[src/rtl/cic_dec.sv]
// Order-3 CIC decimator: three integrators at the input rate, decimate by 2^RLOG2,
// three unit-delay combs at the output rate. Full precision, modulo 2^(Win+Wg).
module cic_dec #(
  parameter int unsigned Win   = 16,
  parameter int unsigned RLOG2 = 3,
  parameter int unsigned Wg    = 3 * RLOG2
) (
  input  logic                clk,
  input  logic                rst,
  input  logic [Win-1:0]      i_data,
  input  logic                val_in,
  output logic [Win+Wg-1:0]   o_data,
  output logic                val_out
);

  localparam int unsigned W  = Win + Wg;
  localparam int unsigned NS = 3;
  localparam logic [RLOG2-1:0] CNT_LAST = RLOG2'((1 << RLOG2) - 1);

  logic [Win-1:0]   smp_q;
  logic             smp_v;
  logic [W-1:0]     smp_ext;

  logic [W-1:0]     acc [NS];
  logic [NS-1:0]    iv;

  logic [RLOG2-1:0] cnt;
  logic [W-1:0]     dreg;
  logic             vd;

  logic [W-1:0]     cin  [NS];
  logic [NS-1:0]    cvin;
  logic [W-1:0]     cout [NS];
  logic [W-1:0]     dly  [NS];
  logic [NS-1:0]    cv;

  // Input capture stage; sign extension to full internal width happens here.
  always_ff @(posedge clk or negedge rst) begin
    if (!rst) begin
      smp_q <= '0;
      smp_v <= 1'b0;
    end else begin
      smp_v <= val_in;
      if (val_in) smp_q <= i_data;
    end
  end

  assign smp_ext = {{Wg{smp_q[Win-1]}}, smp_q};

  // Integrator chain; wrap-around is intentional and cancelled by the combs.
  always_ff @(posedge clk or negedge rst) begin
    if (!rst) begin
      for (int unsigned k = 0; k < NS; k++) acc[k] <= '0;
      iv <= '0;
    end else begin
      iv[0] <= smp_v;
      if (smp_v) acc[0] <= acc[0] + smp_ext;
      for (int unsigned k = 1; k < NS; k++) begin
        iv[k] <= iv[k-1];
        if (iv[k-1]) acc[k] <= acc[k] + acc[k-1];
      end
    end
  end

  // Decimator: keep every R-th integrator output.
  always_ff @(posedge clk or negedge rst) begin
    if (!rst) begin
      cnt  <= '0;
      dreg <= '0;
      vd   <= 1'b0;
    end else begin
      vd <= 1'b0;
      if (iv[NS-1]) begin
        if (cnt == CNT_LAST) begin
          cnt  <= '0;
          dreg <= acc[NS-1];
          vd   <= 1'b1;
        end else begin
          cnt <= cnt + RLOG2'(1);
        end
      end
    end
  end

  always_comb begin
    cin[0]  = dreg;
    cvin[0] = vd;
    for (int unsigned k = 1; k < NS; k++) begin
      cin[k]  = cout[k-1];
      cvin[k] = cv[k-1];
    end
  end

  // Comb chain at the low rate; outputs hold between valid strobes.
  always_ff @(posedge clk or negedge rst) begin
    if (!rst) begin
      for (int unsigned k = 0; k < NS; k++) begin
        cout[k] <= '0;
        dly[k]  <= '0;
      end
      cv <= '0;
    end else begin
      cv <= cvin;
      for (int unsigned k = 0; k < NS; k++) begin
        if (cvin[k]) begin
          cout[k] <= cin[k] - dly[k];
          dly[k]  <= cin[k];
        end
      end
    end
  end

  assign o_data  = cout[NS-1];
  assign val_out = cv[NS-1];

endmodule

[config.mk]
export PLATFORM = sky130hd
export DESIGN_NAME = cic_dec
export DESIGN_NICKNAME = d
export VERILOG_FILES = /design/src/rtl/cic_dec.sv
export SDC_FILE = /design/constraint.sdc
export NUM_CORES = 1
export LEC_CHECK = 0
export BUFFER_PORTS_ARGS = -buffer_cell sky130_fd_sc_hd__buf_2
export CORE_MARGIN = 2
export CORE_UTILIZATION = 45
export CTS_BUF_LIST = sky130_fd_sc_hd__clkbuf_16
export DETAILED_ROUTE_END_ITERATION = 10
export GPL_TIMING_DRIVEN = 0
export HOLD_SLACK_MARGIN = 0.15
export SYNTH_ARGS = -nofsm -noshare
export SYNTH_HDL_FRONTEND = slang
export SYNTH_SLANG_ARGS = --single-unit
[constraint.sdc]
create_clock -name clk -period 5.2 [get_ports clk]
set_clock_uncertainty 0.1 [all_clocks]
set_input_delay 0 -clock clk [delete_from_list [all_inputs] [get_ports clk]]
set_output_delay 0 -clock clk [all_outputs]
set_load 0.1 [all_outputs]
==> results of run 1 <==
[per-layer routing]
layer  up-vias  GRT usage, %
met3        66          2.71
met4         0          6.77
met1      5990          22.4
met2       147          37.1
li1       6348             -
met5         -             0
[final timing paths]
check,start,end,slack [ns]
min in group asynchronous,rst,o_data[18],0.49
max in group asynchronous,rst,acc[60],3.48
hold reg to reg,vd,cv[0],0.27
hold / removal,vd,cv[0],0.27
setup / recovery,cin[25],cin[24],1.61
setup reg to reg,cin[25],cin[24],1.61
[area by class of cell]
cell class	count	area, µm²
repair buffers	83	673
multi-input cells	1265	9580
flip-flops and latches	277	6930
clock buffers	37	926
fillers	3434	17900
plain buffers	47	176
clock inverters	25	230
inverters	105	394
well taps	511	639
[cell families after synthesis]
| logic type | Yosys count |
|---|---|
| fa+ha+maj | 152 |
| mux | 165 |
| compound gates | 474 |
| xor+xnor | 120 |
| flops | 277 |
| simple gates | 354 |
| buf+inv | 152 |
[registers in the layout, summed over array words and instances, names as in the netlist]
register  count
cin          50
iv            3
smp_v         1
dreg         25
vd            1
o_data       25
dly          75
acc          75
cv            3
cnt           3
smp_q        16
[synthesized netlist by cell type (all sizes together) (6+ instances only)]
cell / count
a21o: 92
nor2b: 16
o21a: 20
or2: 9
nor3: 19
xor2: 34
fa: 6
buf: 7
nand4: 13
o21ai: 135
nand3: 27
a21oi: 116
a211oi: 15
xnor2: 86
inv: 105
o211ai: 16
mux2: 160
clkbuf: 40
dfrtp: 277
nand2: 134
o21bai: 9
or3: 7
nor2: 67
a31oi: 16
and2: 6
nand2b: 16
ha: 146
and3: 16
o31ai: 13
[metrics by stage]
step	instance area, µm²	instances
2_1_floorplan	17100	1694
3_3_place_gp	17900	2249
3_5_place_dp	18000	2251
4_1_cts	19500	2350
5_1_grt	19500	2350
6_report	19500	2350
[critical path, cell delays in order (launching register included)]
cell and delay (ns):
dfrtp_1 0.39, inv_1 0.06, ha_1 0.19, fa_1 0.22
nand2b_1 0.15, a21oi_1 0.11, o21ai_0 0.42, a211oi_1 0.19
o2111ai_1 0.34, a21oi_1 0.11, a2111oi_0 0.84, mux2i_1 0.29
nand2_1 0.06
==> results.cfg, run 1 <==
[synthesis]
synth_top_family_by_area = compound AO/OA/AOI/OAI gates
ys_top_cells_by_area = dfrtp_1 (41%), ha_1 (11%), mux2_2 (10%)
syn_inst = 1694
synth_compound_gate_area_share_pct = 17.6
synth_xor_area_share_pct = 6.15
ys_ff_latch = 277
ys_seq_area_share_pct = 40.6
synth-simple-area-share_pct = 9.99
synth.top_cell.area_share_pct = 40.6
yosys.area_share.adder_pct = 11.4
synth_top_area_cell = dfrtp_1
postSynthAreaPerCell_um2 = 10.1
yosys_warnings = 0
ys_types = 66
synth_edf_count = 0
synth_flop_cell = dfrtp_1
synthMuxAreaShare_pct = 10.9
syn_nets = 1865
async_reset_ff_share_pct = 100
synth_area_um2 = 17100

[finish]
final_cell_mix = dfrtp_1 (277), mux2_2 (158), ha_1 (146)
antenna_cells = 0
nets = 1984
final_common_cell = dfrtp_1
drive_gt1_share_pct = 15.1
fin_util_pct = 52.1
area_delta_synth_final_pct = 14.5

[floorplan]
die_area_um2 = 39500
die_h_um = 199
io_pins = 45
fp.dieW_um = 199
num_rows = 71
initial_utilization_pct = 45.6
core-area_um2 = 37500

[global_route]
antenna_found_initial = 0
grt_pass1_wl_um = 62700
overflow = 0
grt_pass1_vias = 12812
grt_max_degree = 120
track_usage_pct = 19.6

[clock_tree]
worstSkewPairLatency_ns = 0.52
post_cts_buffers = 0
cts_buffers = 34
cts_tree = yes
cts_sinks = 277
cts_resized = 0
clk_pin_slew_ns = 0.06
htree_levels = 2
clock_path_buffers = 3
hold_buffers = 37
clock-root-buffer = clkbuf_16

[setup_path]
crit_path_start_kind = flip-flop
worstPathRequired_ns = 5.51
cp_max_fo = 3
path_class = reg2reg
end_kind = flip-flop
rr_worst_depth = 12
cp.arrival_ns = 3.90

[route]
wl_per_cell_um = 15.8
finalWirelength_um = 37100
drc = 0
route.met2.wl_um = 19300
drt-initial-drc-count = 347
dr_wl_met3_um = 955
dr.pass1.iters = 6
via_count = 12551
wl_met1_um = 15700
maxUsedRoutingLayer = met4
ant_nets = 0
vias_per_cell = 5.34

[timing]
worst_slew_pin_slew_ns = 0.935
fin_crit_sh_pct = 69.0
final-hold-violation-count = 0
fin_crit_ns = 3.59
whs_ns = 0.270
slew_violations = 0
rsz0062_at_grt = false
fmaxAchievable_mhz = 279
fin_setup_tns_ns = 0
setup_viol = 0
worst_slack_ns = 1.61
slew-limit-headroom_pct = 36.1

[placement]
gp_congestion = 0.904
io_buffers = 44
hpwl_um = 28100
place_ws_ns = 1.49

[status]
status = finished clean

[hold_path]
hold_depth = 0
min-delay-path-class = reg2reg

[run]
cap_violations = 0
Power of run 1 is left out: the tool's default activity adds up to more than one toggle a clock period on the data nets, which glitch-free logic cannot reach.
==> inputs of run 2 (changes only) <==
- ABC_AREA: default -> 1
- clock period: 5.2 -> 3.6 ns (I/O delays scaled with it)
==> results.cfg, run 2 <==
[placement]
gp_congestion = 0.959
io_buffers = 44
hpwl_um = 45700

[clock_tree]
clock_path_buffers = 3
cts_tree = yes
worstSkewPairLatency_ns = 0.55
htree_levels = 2
clk_pin_slew_ns = 0.06
cts_resized = 0
cts_buffers = 35
clock-root-buffer = clkbuf_16
post_cts_buffers = 0
cts_sinks = 277

[setup_path]
crit_path_start_kind = flip-flop
end_kind = flip-flop
cp.arrival_ns = 2.67
path_class = reg2reg
worstPathRequired_ns = 3.92
cp_max_fo = 4

[synthesis]
async_reset_ff_share_pct = 100
yosys_warnings = 0
syn_inst = 3295
synth_top_area_cell = dfrtp_1
syn_nets = 3466
synth_area_um2 = 20900
ys_seq_area_share_pct = 33.1
synth.top_cell.area_share_pct = 33.1
synth_edf_count = 0
yosys-top-cells-count = nand2_1 (1399), inv_1 (602), dfrtp_1 (277)
postSynthAreaPerCell_um2 = 6.36
ys_types = 31
ys_ff_latch = 277
synth_flop_cell = dfrtp_1
synthMostInstantiatedCell = nand2_1
ys_top_cells_by_area = dfrtp_1 (33%), nand2_1 (25%), inv_1 (11%)

[floorplan]
die_h_um = 220
initial_utilization_pct = 45.3
core-area_um2 = 46300
io_pins = 45
fp.dieW_um = 220
num_rows = 79
die_area_um2 = 48300

[finish]
nets = 3585
fin_util_pct = 50.7
final_cell_mix = nand2_1 (1399), inv_1 (606), dfrtp_1 (277)
drive_gt1_share_pct = 4.63
area_delta_synth_final_pct = 12.0
final_common_cell = nand2_1
antenna_cells = 0

[hold_path]
min-delay-path-class = in2reg

[route]
vias_per_cell = 4.86
via_count = 19630
drt-initial-drc-count = 1413
dr.pass1.iters = 8
drc = 0
ant_nets = 0
wl_per_cell_um = 14.0
finalWirelength_um = 56800

[timing]
final-hold-violation-count = 0
setup_viol = 0
slew-limit-headroom_pct = 55.4
worst_slew_pin_slew_ns = 0.669
slew_violations = 0
fin_crit_sh_pct = 65.3
fmaxAchievable_mhz = 426
fin_crit_ns = 2.35
rsz0062_at_grt = false

[global_route]
grt_busiest_layer = met2
overflow = 0
grt_pass1_wl_um = 92700
track_usage_pct = 24.1
grtUsageMet2_pct = 39.5
antenna_found_initial = 0
grt_max_degree = 124
use_met3_pct = 3.34
grt_pass1_vias = 18142
gr-usage-met1_pct = 33.2

[run]
cap_violations = 0

[status]
status = finished clean
[run 2: metal layers]
layer,wire [µm],part of all wire [%]
met1,27100,48
met5,0,0
met3,2560,4.5
met2,25700,45
met4,1410,2.5
[run 2: area by class of cell]
type	count	area, µm²
Clock buffer	35	876
Sequential cell	277	6930
Multi-Input combinational cell	2360	11500
Buffer	51	200
Inverter	607	2280
Tap cell	607	759
Fill cell	4834	22800
Timing Repair Buffer	82	663
Clock inverter	23	211
[run 2: kinds of logic after synthesis]
kind of cell	after synthesis	synth area share, %
muxes	18	0.968
xor gates and xnor gates	43	1.80
DFF	277	33.1
AOI/OAI and AO/OA	217	5.24
and+or+nand+nor	1930	37.8
buffers and inverters	658	11.8
adders and majority gates	152	9.29
[run 2: metrics by stage]
step	cell area, µm²	TNS [ns]	setup slack, ns	hold slack [ns]	instances
after floorplan	20900	0	1.64	-0.396	3295
after global placement	21900	-755.01	-2.79	0.0222	3946
after detailed placement	22000	0	1.28	-0.171	3948
after CTS	23500	0	1.24	0.154	4042
after global routing	23500	0	1.05	0.223	4042
final	23500	0	1.25	0.173	4042
[run 2: worst paths after layout]
| kind | end | slack, ns | cells past startpoint | start |
|---|---|---|---|---|
| max in group asynchronous | acc[68] | 1.76 | 5 | rst |
| min reg2reg | cv[2] | 0.31 | 0 | cv[1] |
| min | smp_q[5] | 0.17 | 3 | i_data[5] |
| max | cin[45] | 1.25 | 13 | dreg[0] |
| min in group asynchronous | dly[64] | 0.48 | 4 | rst |
| max reg2reg | cin[45] | 1.25 | 13 | dreg[0] |
[run 2: critical path, stage by stage (launching register included)]
cell and delay, ns:
dfrtp_1 0.44, inv_1 0.09, ha_1 0.24, fa_1 0.36
inv_1 0.12, nand2_1 0.09, nand2_1 0.09, nand2_1 0.08
nor2_1 0.17, nand3_1 0.13, nand3_1 0.11, nand2_1 0.05
nand3_1 0.08, nand2_1 0.06
[run 2: what timing repair did]
item	CTS	global route
setup endpoints to repair	0	0
endpoints found under the hold margin	183	0
hold buffers	36	0
Power of run 2 is left out for the same reason.
==> inputs of run 3 (changes only) <==
- clock period: 3.6 -> 2.25 ns (I/O delays scaled with it)
==> results.cfg, run 3 (synthesized netlist as in run 2, its figures left out) <==
[status]
status = finished clean

[setup_path]
worstPathRequired_ns = 2.59
cp.arrival_ns = 2.48
crit_path_start_kind = flip-flop
cp_max_fo = 4
path_class = reg2reg
end_kind = flip-flop

[finish]
area_delta_synth_final_pct = 13.0
drive_gt1_share_pct = 6.16
n_fill_cell = 4819
nets = 3593
final_cell_mix = nand2_1 (1388), inv_1 (602), dfrtp_1 (272)
final_common_cell = nand2_1
antenna_cells = 0
final-seq-area_um2 = 6940
multiInputGateArea_um2 = 11700

[timing]
worst_slack_ns = 0.114
slew_violations = 0
slew-limit-headroom_pct = 54.3
fmaxAchievable_mhz = 468
whs_ns = 0.181
rsz0062_at_grt = true
fin_setup_tns_ns = 0
worst_slew_pin_slew_ns = 0.686
fin_crit_ns = 2.14
fin_crit_sh_pct = 94.9
setup_viol = 0
final-hold-violation-count = 0

[global_route]
track_usage_pct = 24.1
overflow = 0
grt_max_degree = 124
grt_pass1_wl_um = 92700
antenna_found_initial = 0
grt_pass1_vias = 18143

[clock_tree]
clock-root-buffer = clkbuf_16
cts_tree = yes
clk_pin_slew_ns = 0.06
clock_path_buffers = 3
worstSkewPairLatency_ns = 0.55
cts_sinks = 277
htree_levels = 2
cts_buffers = 35

[route]
dr.pass1.iters = 5
drc = 0
vias_per_cell = 4.85
finalWirelength_um = 56900
ant_nets = 0
wl_per_cell_um = 14.0
drt-initial-drc-count = 1457
via_count = 19638

[placement]
hpwl_um = 45700
gp_congestion = 0.959
place_ws_ns = -0.0699
io_buffers = 44

[hold_path]
min-delay-path-class = in2reg

[run]
cap_violations = 0

[floorplan]
io_pins = 45
die_h_um = 220
core-area_um2 = 46300
initial_utilization_pct = 45.3
die_area_um2 = 48300
num_rows = 79
fp.dieW_um = 220
-- run 3: cell count changes in the layout (fill, tap and decap cells not counted), moves of 4 or more --
| cell | change |
|---|---|
| inv_1 | -4 |
| dfrtp_1 | -5 |
| fa_2 | +4 |
| nand2_1 | -11 |
| fa_1 | -4 |
| dfrtp_2 | +5 |
| buf_4 | +8 |
| nand2_2 | +11 |
| ha_4 | +5 |
| ha_1 | -15 |
| inv_2 | +4 |
| ha_2 | +10 |
-- run 3: through the flow --
stage	utilization, %	cells	instance area, µm²
CTS	50.7	4043	23500
global route	51.2	4050	23700
detailed placement	47.5	3948	22000
global placement	47.4	3946	21900
floorplan	-	3295	20900
finish	51.2	4050	23700
-- run 3: area by class of cell --
cell class	count	share of cell area, %
Timing Repair Buffer	90	3.05
Sequential cell	277	29.3
Inverter	607	9.62
Clock inverter	23	0.893
Clock buffer	35	3.70
Buffer	51	0.845
Tap cell	607	3.21
Multi-Input combinational cell	2360	49.4
-- run 3: repair_timing --
action / 4_1_cts / 5_1_grt
setup endpoints to repair: 9 / 32
hold buffers: 36 / 0
pin swaps: 0 / 6
buffers inserted: 1 / 7
gates resized for setup: 5 / 44
endpoints found under the hold margin: 183 / 0
-- run 3: critical path, stage by stage, from the launching register on --
cell and delay (ns):
dfrtp_2 0.45, ha_4 0.19, fa_2 0.37, nand2_1 0.10, nand2_1 0.10, nand3_1 0.12
nand2_2 0.12, nand2_1 0.08, nand2_1 0.06, or2_1 0.21, nand3_1 0.07, nand2_1 0.05
-- run 3: routing by layer --
layer | routed length, µm | track usage, % | up-vias
met3 | 2520 | 3.34 | 80
met4 | 1400 | 7.02 | 0
met1 | 27200 | 33.2 | 8887
met2 | 25800 | 39.5 | 325
met5 | 0 | 0 | -
li1 | - | - | 10346
-- run 3: path summary, 6_finish.rpt --
kind	slack (ns)	endpoint	cells after the start	from
setup / recovery	0.11	acc[12]	11	acc[25]
hold / removal	0.18	smp_q[5]	3	i_data[5]
setup reg to reg	0.11	acc[12]	11	acc[25]
hold reg to reg	0.31	cv[2]	0	cv[1]
max in group asynchronous	0.38	smp_q[15]	5	rst
min in group asynchronous	0.48	dly[64]	4	rst
Power of run 3 is left out for the same reason.
